**config.mk**
```make
export PLATFORM = sky130hd
export DESIGN_NAME = link_serdes_tx
export DESIGN_NICKNAME = d
export VERILOG_FILES = /design/src/rtl/link_serdes_tx.sv
export SDC_FILE = /design/constraint.sdc
export NUM_CORES = 1
export LEC_CHECK = 0
export CORE_MARGIN = 5
export CORE_UTILIZATION = 48
export CTS_CLUSTER_SIZE = 14
export DETAILED_ROUTE_END_ITERATION = 10
export PLACE_DENSITY = 0.79
export RECOVER_POWER = 25
export SETUP_SLACK_MARGIN = 0.3
export SYNTH_ARGS = -nofsm -noshare
export SYNTH_HDL_FRONTEND = slang
export SYNTH_SLANG_ARGS = --single-unit
```
**constraint.sdc**
```tcl
create_clock -name clk -period 2.5 [get_ports clk]
set_input_delay 0.375 -clock clk [delete_from_list [all_inputs] [get_ports clk]]
set_output_delay 0.375 -clock clk [all_outputs]
set_load 0.01 [all_outputs]
```
**src/rtl/link_serdes_tx.sv**
```systemverilog
// Transmit end of the narrow A<->B link.
// Serialises wide payload words into LSB-first link beats.
module link_serdes_tx #(
  parameter int DATA_WIDTH = 32,
  parameter int LINK_WIDTH = 8,
  parameter int CNT_WIDTH  = 16
) (
  input  logic                  clk,
  input  logic                  rst_n,
  input  logic                  in_valid,
  output logic                  in_ready,
  input  logic [DATA_WIDTH-1:0] in_data,
  output logic                  link_valid,
  input  logic                  link_ready,
  output logic [LINK_WIDTH-1:0] link_data,
  output logic                  link_last,
  output logic                  busy,
  output logic [CNT_WIDTH-1:0]  words_sent
);

  localparam int NBEATS = DATA_WIDTH / LINK_WIDTH;
  localparam int BW = (NBEATS > 2) ? $clog2(NBEATS) : 1;
  localparam logic [BW-1:0] LAST_BEAT = BW'(NBEATS - 1);

  localparam logic [0:0] IDLE = 1'b0;
  localparam logic [0:0] SEND = 1'b1;

  logic [0:0]            state_q, state_d;
  logic [BW-1:0]         cnt_q, cnt_d;
  logic [DATA_WIDTH-1:0] shreg_q, shreg_d;
  logic [CNT_WIDTH-1:0]  sent_q, sent_d;

  logic sending;
  logic accept;
  logic fire;
  logic last;

  assign sending = (state_q == SEND);
  assign last    = sending && (cnt_q == LAST_BEAT);
  assign fire    = sending && link_ready;

  // Ready in SEND only on the last beat so the next word follows without a bubble
  assign in_ready = rst_n && (!sending || (link_ready && last));
  assign accept   = in_valid && in_ready;

  assign link_valid = sending;
  assign link_data  = shreg_q[LINK_WIDTH-1:0];
  assign link_last  = last;
  assign busy       = sending;
  assign words_sent = sent_q;

  always_comb begin
    state_d = state_q;
    cnt_d   = cnt_q;
    shreg_d = shreg_q;
    sent_d  = sent_q;
    if (accept) begin
      state_d = SEND;
      cnt_d   = '0;
      shreg_d = in_data;
    end else if (fire) begin
      cnt_d   = cnt_q + 1'b1;
      shreg_d = shreg_q >> LINK_WIDTH;
      if (last) begin
        state_d = IDLE;
      end
    end
    if (fire && last && !(&sent_q)) begin
      sent_d = sent_q + 1'b1;
    end
  end

  always_ff @(posedge clk) begin
    if (!rst_n) begin
      state_q <= IDLE;
      cnt_q   <= '0;
      shreg_q <= '0;
      sent_q  <= '0;
    end else begin
      state_q <= state_d;
      cnt_q   <= cnt_d;
      shreg_q <= shreg_d;
      sent_q  <= sent_d;
    end
  end

endmodule

```
# --- Yosys cells after proc, flatten, opt, wreduce, memory -nomap -nowiden ---
# Index checks and enable logic that the tools add are counted.
word_totals:
  input_bits: 36
  out_inout_bits: 28
  reg_bits: 51
  elab_cells: 28
op_classes:
  reduce_logical: 15
  muxes: 5
  eq_ne: 1
  add_sub_neg: 2
  bitwise_logic: 1
ops:
  columns: ["operator", "count"]
  rows:
  - ["$mux W32", 2]
  - ["$add A16 B1 Y16 const B", 1]
  - ["$reduce_and A16 Y1", 1]
  - ["$logic_and A1 B1 Y1", 7]
  - ["$reduce_bool A2 Y1", 2]
  - ["$mux W1", 3]
  - ["$add A2 B1 Y2 const B", 1]
  - ["$eq A2 B2 Y1 const B", 1]
  - ["$logic_not A1 Y1", 2]
  - ["$reduce_and A2 Y1", 1]
  - ["$reduce_or A2 Y1", 1]
  - ["$logic_or A1 B1 Y1", 1]
  - ["$not A1 Y1", 1]

# --- Longest topological paths before layout ---
# Gate-level depths: netlist of run 1.
depth:
  ltp_word: 8
  depth_mapped: 7
  mapped_depth_nobuf: 5

# --- Worst setup path after synthesis of run 1 ---
# Ideal clock, no wire load.
synth_path:
  path_kind: "flip-flop to flip-flop"
  start: "register sent_q[2] (netlist: words_sent[2])"
  end: "register sent_q[13] (netlist: words_sent[13])"
  t_arrival_ns: 1.719
  setup_ns: 0.070
  path_slack_ns: 0.711
  n_path_buf: 1
  required_time_ns: 2.430
  synth_period_minus_slack_ns: 1.789
  stages_incl_launch_ff: 6
  cell_sequence: "dfxtp_1 -> nand4_2 -> or3_1 -> clkbuf_2 -> or4_1 -> a21oi_1"
synth_between:
  elab_chain_cells: 3
  word_cells_on_any_way: 4
  classes_between: "add/sub: 1; reduce/logical: 3"
synth_lines:
  columns: ["item", "line_no", "source"]
  rows:
  - ["start, declared", "31", "logic [CNT_WIDTH-1:0] sent_q, sent_d;"]
  - ["start signal, assigned", "83", "sent_q <= sent_d;"]
  - ["parallel branches: the longest is 3 deep, another holds $add A16 B1 Y16", null, null]
# Parallel ways; which one is timed is not known.
# A chain may end at the register's enable or synchronous reset.

# --- Final worst setup path of run 1 ---
layout_path:
  start: "input rst_n"
  end: "register sent_q[14] (netlist: words_sent[14])"
layout_lines:
  columns: ["item", "line_no", "source"]
  rows:
  - ["start, declared", "9", "input logic rst_n,"]
# No word-level cell between the ends.

==> impl_metrics.yaml, run 1 <==
final_layout:
  finalInstanceArea_um2: 3140
  final_nets: 388
  final_util_pct: 65.6
  n_antenna_cell: 0
  seq_area_um2: 1020
  area_growth_pct: 30.6
  multi_input_area_um2: 1210
  drive_gt1_share_pct: 6.00
  fillers: 435
  fin_cells: 417
sta:
  layout_setup_ws_ps: 342
  hold_violations: 0
  rsz0062_at_grt: "yes"
  finalSetupViolCount: 0
  max_freq_ghz: 0.463
  slew_headroom_pct: 51.7
  final.period_utilization_pct: 86.3
  fin_crit_ps: 2160
  fin_setup_tns_ps: 0
  whs_ps: 477
  skew_ps: 7.02
  tightest_slew_ps: 724
  drv_slew: 0
critical_path:
  cp_slowest_cell: "clkbuf_1"
  cp_slowest_stage_delay_ps: 610
  start_kind: "input port"
  worst_ep_required_time_ps: 2650
  cp-end-kind: "register"
  worst_ep_arrival_time_ps: 2310
  crit_fanout: 18
  timing.rr.start: "cnt_q[0]$_SDFFE_PP0P_"
  criticalPathCategory: "in2reg"
  path_common_cell: "clkbuf_1"
  worstSetupStartpoint: "rst_n"
  path_cells: "dlygate4sd3_1 -> clkbuf_1 -> inv_1 -> clkbuf_1 -> nor3_1"
grt:
  grt_pass1_vias: 2178
  grt_use_total_pct: 18.7
  antenna_found_initial: 0
  grt-ovfl-total: 0
  grt_max_degree: 46
  grt_first_pass_wirelength_um: 9810
placed_design:
  dpl.hpwl_um: 4410
  pre_cts_ws_ps: 195
  dp_cells: 410
  dpl_cell_area_um2: 3060
  portBuffers: 63
  routabilityCongestion: 0.835
logic_synthesis:
  yosys_warnings: 0
  synth_most_common_cell: "dfxtp_1"
  ys_ff_latch: 51
  yosysTopAreaCell: "dfxtp_1"
  synthTopCellsByArea: "dfxtp_1, a311oi_1, nand3_1, nand2_1, nor2_1"
  async_flop_share_pct: 0
  avgSynthCellArea_um2: 7.95
  synth-seq-area-share_pct: 42.5
  synth_common_cells: "dfxtp_1, nand2_1, nand3_1, nor2_1, a311oi_1"
  ys_types: 39
  synth-edff-count: 0
  synth_ff_type: "dfxtp_1"
  synth_area_um2: 2400
  synth_largest_type_area_fraction_pct: 42.5
  synth_nets: 340
  syn_inst: 302
drt:
  dr_wl_met2_um: 2820
  ant_nets: 0
  first_pass_iters: 4
  vias_per_cell: 5.56
  dr_wl_met3_um: 328
  wl_met1_um: 2670
  drt_iter0_markers: 169
  drc: 0
  highest_layer: "met4"
  routed_wl_um: 5880
  routedWlPerCell_um: 14.1
  vias: 2319
cts:
  cts_buffers: 5
  cts.sinks: 51
  cts_setup_buffers: 0
  ctsHoldBuffers: 0
  cts_max_level: 2
  insertion_delay_ps: 290
  cts_root_buffer: "clkbuf_8"
  clkTransAtPathRegs_ps: 90
  cts_max_path_buffers: 2
  tritoncts: "yes"
min_path:
  hp-start: "shreg_q[29]$_SDFFE_PN0P_"
  hp-class: "reg2reg"
die:
  die_h_um: 80.7
  die_w_um: 80.7
  rows: 25
  core-area_um2: 4790
  start_util_pct: 50.2
  die_area_um2: 6520
  io_pins: 64
power:
  power_density_nw_per_um2: 481
  internal-power_mw: 1.14
  power.switching_mw: 0.367
  ir_worst_vdd_mv: 0.265
  p_comb_share_pct: 13.4
  swShare_pct: 24.3
  pwr-share-seq_pct: 57.3
  power_leakage_nw: 1.05
  p_clk_share_pct: 29.4
  p_total_mw: 1.51
status:
  outcome: "complete, no violations"
job:
  cap_viol_max_count: 0
## power groups by stage
stage               clock [mW]  combinational, mW  sequential (mW)
floorplan                    0              0.111            0.879
global placement             0              0.204            0.882
detailed placement           0              0.206            0.884
CTS                      0.456              0.208            0.864
global route             0.491              0.222            0.869
finish                   0.443              0.202            0.864
## critical path: cells and delay by family
kind                   cells  cell delay, ps
buffers and inverters      4            1800
and+or+nand+nor            1             130
## final timing paths
kind         cells after the start  slack (ps)                           to
max                              5         340  words_sent[14]$_SDFFE_PN0P_
min reg2reg                      2         480     shreg_q[29]$_SDFFE_PN0P_
max reg2reg                      5         490   words_sent[5]$_SDFFE_PN0P_
min                              2         480     shreg_q[29]$_SDFFE_PN0P_
## sequential cells by signal, summed over array words and instances, names as in the netlist
name / cells
words_sent: 16
busy: 1
cnt_q: 2
shreg_q: 32
## cell families (layout without fill, tap and decap cells)
group | Yosys count | after routing | share of synthesized area (%)
buffers and inverters | 37 | 85 | 7.29
XOR/XNOR | 1 | 1 | 0.365
adder cells (fa/ha/maj) | 2 | 2 | 1.04
flip-flops | 51 | 51 | 42.5
multiplexers | 2 | 2 | 0.833
AO/OA/AOI/OAI | 62 | 62 | 19.0
AND/OR/NAND/NOR | 147 | 147 | 29.0
## layout make-up
class,count,area share [%]
Clock inverter,2,0.439
Tap cell,67,2.67
Sequential cell,51,32.5
Multi-Input combinational cell,214,38.6
Inverter,4,0.478
Clock buffer,5,2.19
Timing Repair Buffer,74,23.1
## layout by cell type, fill, tap and decap left out, types with 2 or more instances in the layout
cell             instances
or3_1                    2
ha_1                     2
a211oi_1                 2
a21oi_1                 18
and3_1                   2
dlygate4sd3_1            9
clkdlybuf4s50_1         53
mux2i_1                  2
clkbuf_1                 2
nand4_1                  3
nor2_1                  27
a311oi_1                25
nand2_1                 47
buf_4                    7
nor3_1                   4
nand3_1                 42
o311ai_0                 3
dfxtp_1                 51
o21ai_0                  2
and2_1                   4
inv_1                    4
or4_1                    6
clkbuf_8                 5
nor4_1                   3
o31ai_1                  6
## what timing repair did
action | in CTS | in global routing
hold endpoints to repair | 0 | 0
setup endpoints to repair | 0 | 2
gates resized for setup | 0 | 2
## metal layers
layer	GRT usage (%)	vias to the layer above
met5	0	-
met4	5.91	0
met3	3.22	7
met2	31.7	59
met1	24.2	1057
li1	-	1196
(Power assumes the default switching activity.)
==> run 2: changes to the inputs <==
--- a/config.mk
+++ b/config.mk
@@ -6,10 +6,9 @@
 export NUM_CORES = 1
 export LEC_CHECK = 0
 export CORE_MARGIN = 5
-export CORE_UTILIZATION = 48
-export CTS_CLUSTER_SIZE = 14
+export CORE_UTILIZATION = 52
 export DETAILED_ROUTE_END_ITERATION = 10
-export PLACE_DENSITY = 0.79
+export PLACE_DENSITY = 0.85
 export RECOVER_POWER = 25
 export SETUP_SLACK_MARGIN = 0.3
 export SYNTH_ARGS = -nofsm -noshare
==> constraint.sdc (replaced) <==
create_clock -name clk -period 2.7 [get_ports clk]
set_input_delay 0.405 -clock clk [delete_from_list [all_inputs] [get_ports clk]]
set_output_delay 0.405 -clock clk [all_outputs]
set_load 0.02 [all_outputs]
==> run 2 against run 1 <==
Net effect:
- combinational power down 4%
- clock skew down 0.68 ps
- die area down 6.8%
- sequential power down 7.3%
- largest cell class unchanged
- non-clock buffer count down 2
- register-to-register slack better by 230 ps
- cell count down 3.8%
- clock power up 26%
- core utilization up 5.5 points
- first-iteration DRC count up 17%
- setup slack worse by 23 ps
- via count up 2.1%
==> impl_metrics.yaml, run 2 (synthesis results as in run 1) <==
drt:
  dr_wl_met2_um: 2840
  wl_met1_um: 2670
  highest_layer: "met4"
  drc: 0
  first_pass_iters: 4
  ant_nets: 0
  vias: 2367
  drt_iter0_markers: 198
  vias_per_cell: 5.90
  routedWlPerCell_um: 14.9
  dr_wl_met3_um: 374
  routed_wl_um: 5980
placed_design:
  routabilityCongestion: 0.851
  pre_cts_ws_ps: 399
  portBuffers: 63
  dpl.hpwl_um: 4260
sta:
  final.period_utilization_pct: 88.2
  max_freq_ghz: 0.420
  fin_setup_tns_ps: 0
  rsz0062_at_grt: "no"
  skew_ps: 6.34
  hold_violations: 0
  drv_slew: 0
  tightest_slew_ps: 656
  finalSetupViolCount: 0
  layout_setup_ws_ps: 319
  fin_crit_ps: 2380
  slew_headroom_pct: 56.2
cts:
  cts.sinks: 51
  insertion_delay_ps: 310
  ctsHoldBuffers: 0
  tritoncts: "yes"
  cts_resized: 0
  cts_max_level: 2
  cts_buffers: 5
  cts_max_path_buffers: 2
  clkTransAtPathRegs_ps: 90
  cts_root_buffer: "clkbuf_8"
  cts_setup_buffers: 0
critical_path:
  critPathTopFamily: "buffers and inverters"
  start_kind: "input port"
  cp_slowest_stage_delay_ps: 600
  crit_fanout: 5
  path_cells: "dlygate4sd3_1 -> a21bo_2 -> and2_1 -> clkdlybuf4s50_1"
  cp-end-kind: "output pin"
  cp_slowest_cell: "dlygate4sd3_1"
  worst_ep_required_time_ps: 2300
  criticalPathCategory: "in2out"
  crit_buf_inv: 2
  worst_ep_arrival_time_ps: 1980
final_layout:
  n_antenna_cell: 0
  largest-register: "shreg_q"
  seq_area_um2: 1020
  drive_gt1_share_pct: 6.02
  final_cell_mix: "clkdlybuf4s50_1, dfxtp_1, nand2_1"
  largest_reg_flops: 32
  layout_commonest_cell: "clkdlybuf4s50_1"
  fillers: 376
  multi_input_area_um2: 1210
  final_nets: 386
  area_growth_pct: 30.6
min_path:
  hp-class: "reg2reg"
job:
  cap_viol_max_count: 0
die:
  die_h_um: 78.0
  rows: 24
  die_w_um: 78.0
  die_area_um2: 6080
  io_pins: 64
  core-area_um2: 4410
  start_util_pct: 54.4
power:
  ir_worst_vdd_mv: 0.233
  power_density_nw_per_um2: 494
  power_leakage_nw: 1.05
  p_total_mw: 1.55
status:
  outcome: "complete, no violations"
grt:
  grt-ovfl-total: 0
  antenna_found_initial: 0
  grt_first_pass_wirelength_um: 9970
  grt_use_total_pct: 19.6
  grt_max_degree: 58
  grt_pass1_vias: 2139
## run 2: cell count changes in the layout (fill, tap and decap cells not counted), sizes merged
cell           previous run  this run
clkbuf                    7         8
clkinv                    2         0
dlymetal6s2s              1         0
buf                       9         7
bufinv                    0         1
dlygate4sd3               9         8
inv                       4         5
clkdlybuf4s50            53        55
## run 2: final timing paths
kind                                            start                         end  slack (ps)  cells after the start
worst max register to register  cnt_q[0]$_SDFFE_PP0P_  words_sent[5]$_SDFFE_PN0P_         720                      5
worst max-delay path                       link_ready                    in_ready         320                      4
worst min register to register  cnt_q[1]$_SDFFE_PP0P_       cnt_q[1]$_SDFFE_PP0P_         460                      2
worst min-delay path            cnt_q[1]$_SDFFE_PP0P_       cnt_q[1]$_SDFFE_PP0P_         460                      2
## run 2: layout make-up
class,instances,area share [%]
multi-input combinational,214,38.6
sequential,51,32.5
timing repair buffer,72,22.4
clock buffer,6,2.63
tap,52,2.07
clock inverter,2,1.24
inverter,4,0.478
## run 2: metrics by stage
step / hold WS [ps] / util [%] / area [um^2] / cells
after detailed placement: 451 / 68.5 / 3020 / 393
after global placement: 447 / 68.5 / 3020 / 393
after global routing: 486 / 71.1 / 3140 / 401
after CTS: 464 / 71.2 / 3140 / 401
after floorplan: 438 / - / 2400 / 302
final: 464 / 71.1 / 3140 / 401
## run 2: power breakdown
group          total [mW]  switching, mW  leakage, nW  internal [mW]
registers           0.801         0.0176        0.416          0.783
clock network       0.556          0.251       0.0618          0.305
logic               0.194         0.0979        0.572         0.0961
total                1.55          0.367         1.05           1.18
## run 2: layer usage
metal,up-vias,track usage (%)
li1,1188,-
met4,0,5.57
met2,82,31.7
met3,9,3.82
met5,-,0
met1,1088,26.7
## run 2: worst min-delay path: stages, from the launching register on
cell	delay [ps]
dfxtp_1	320
nand2_1	50
a21oi_1	50
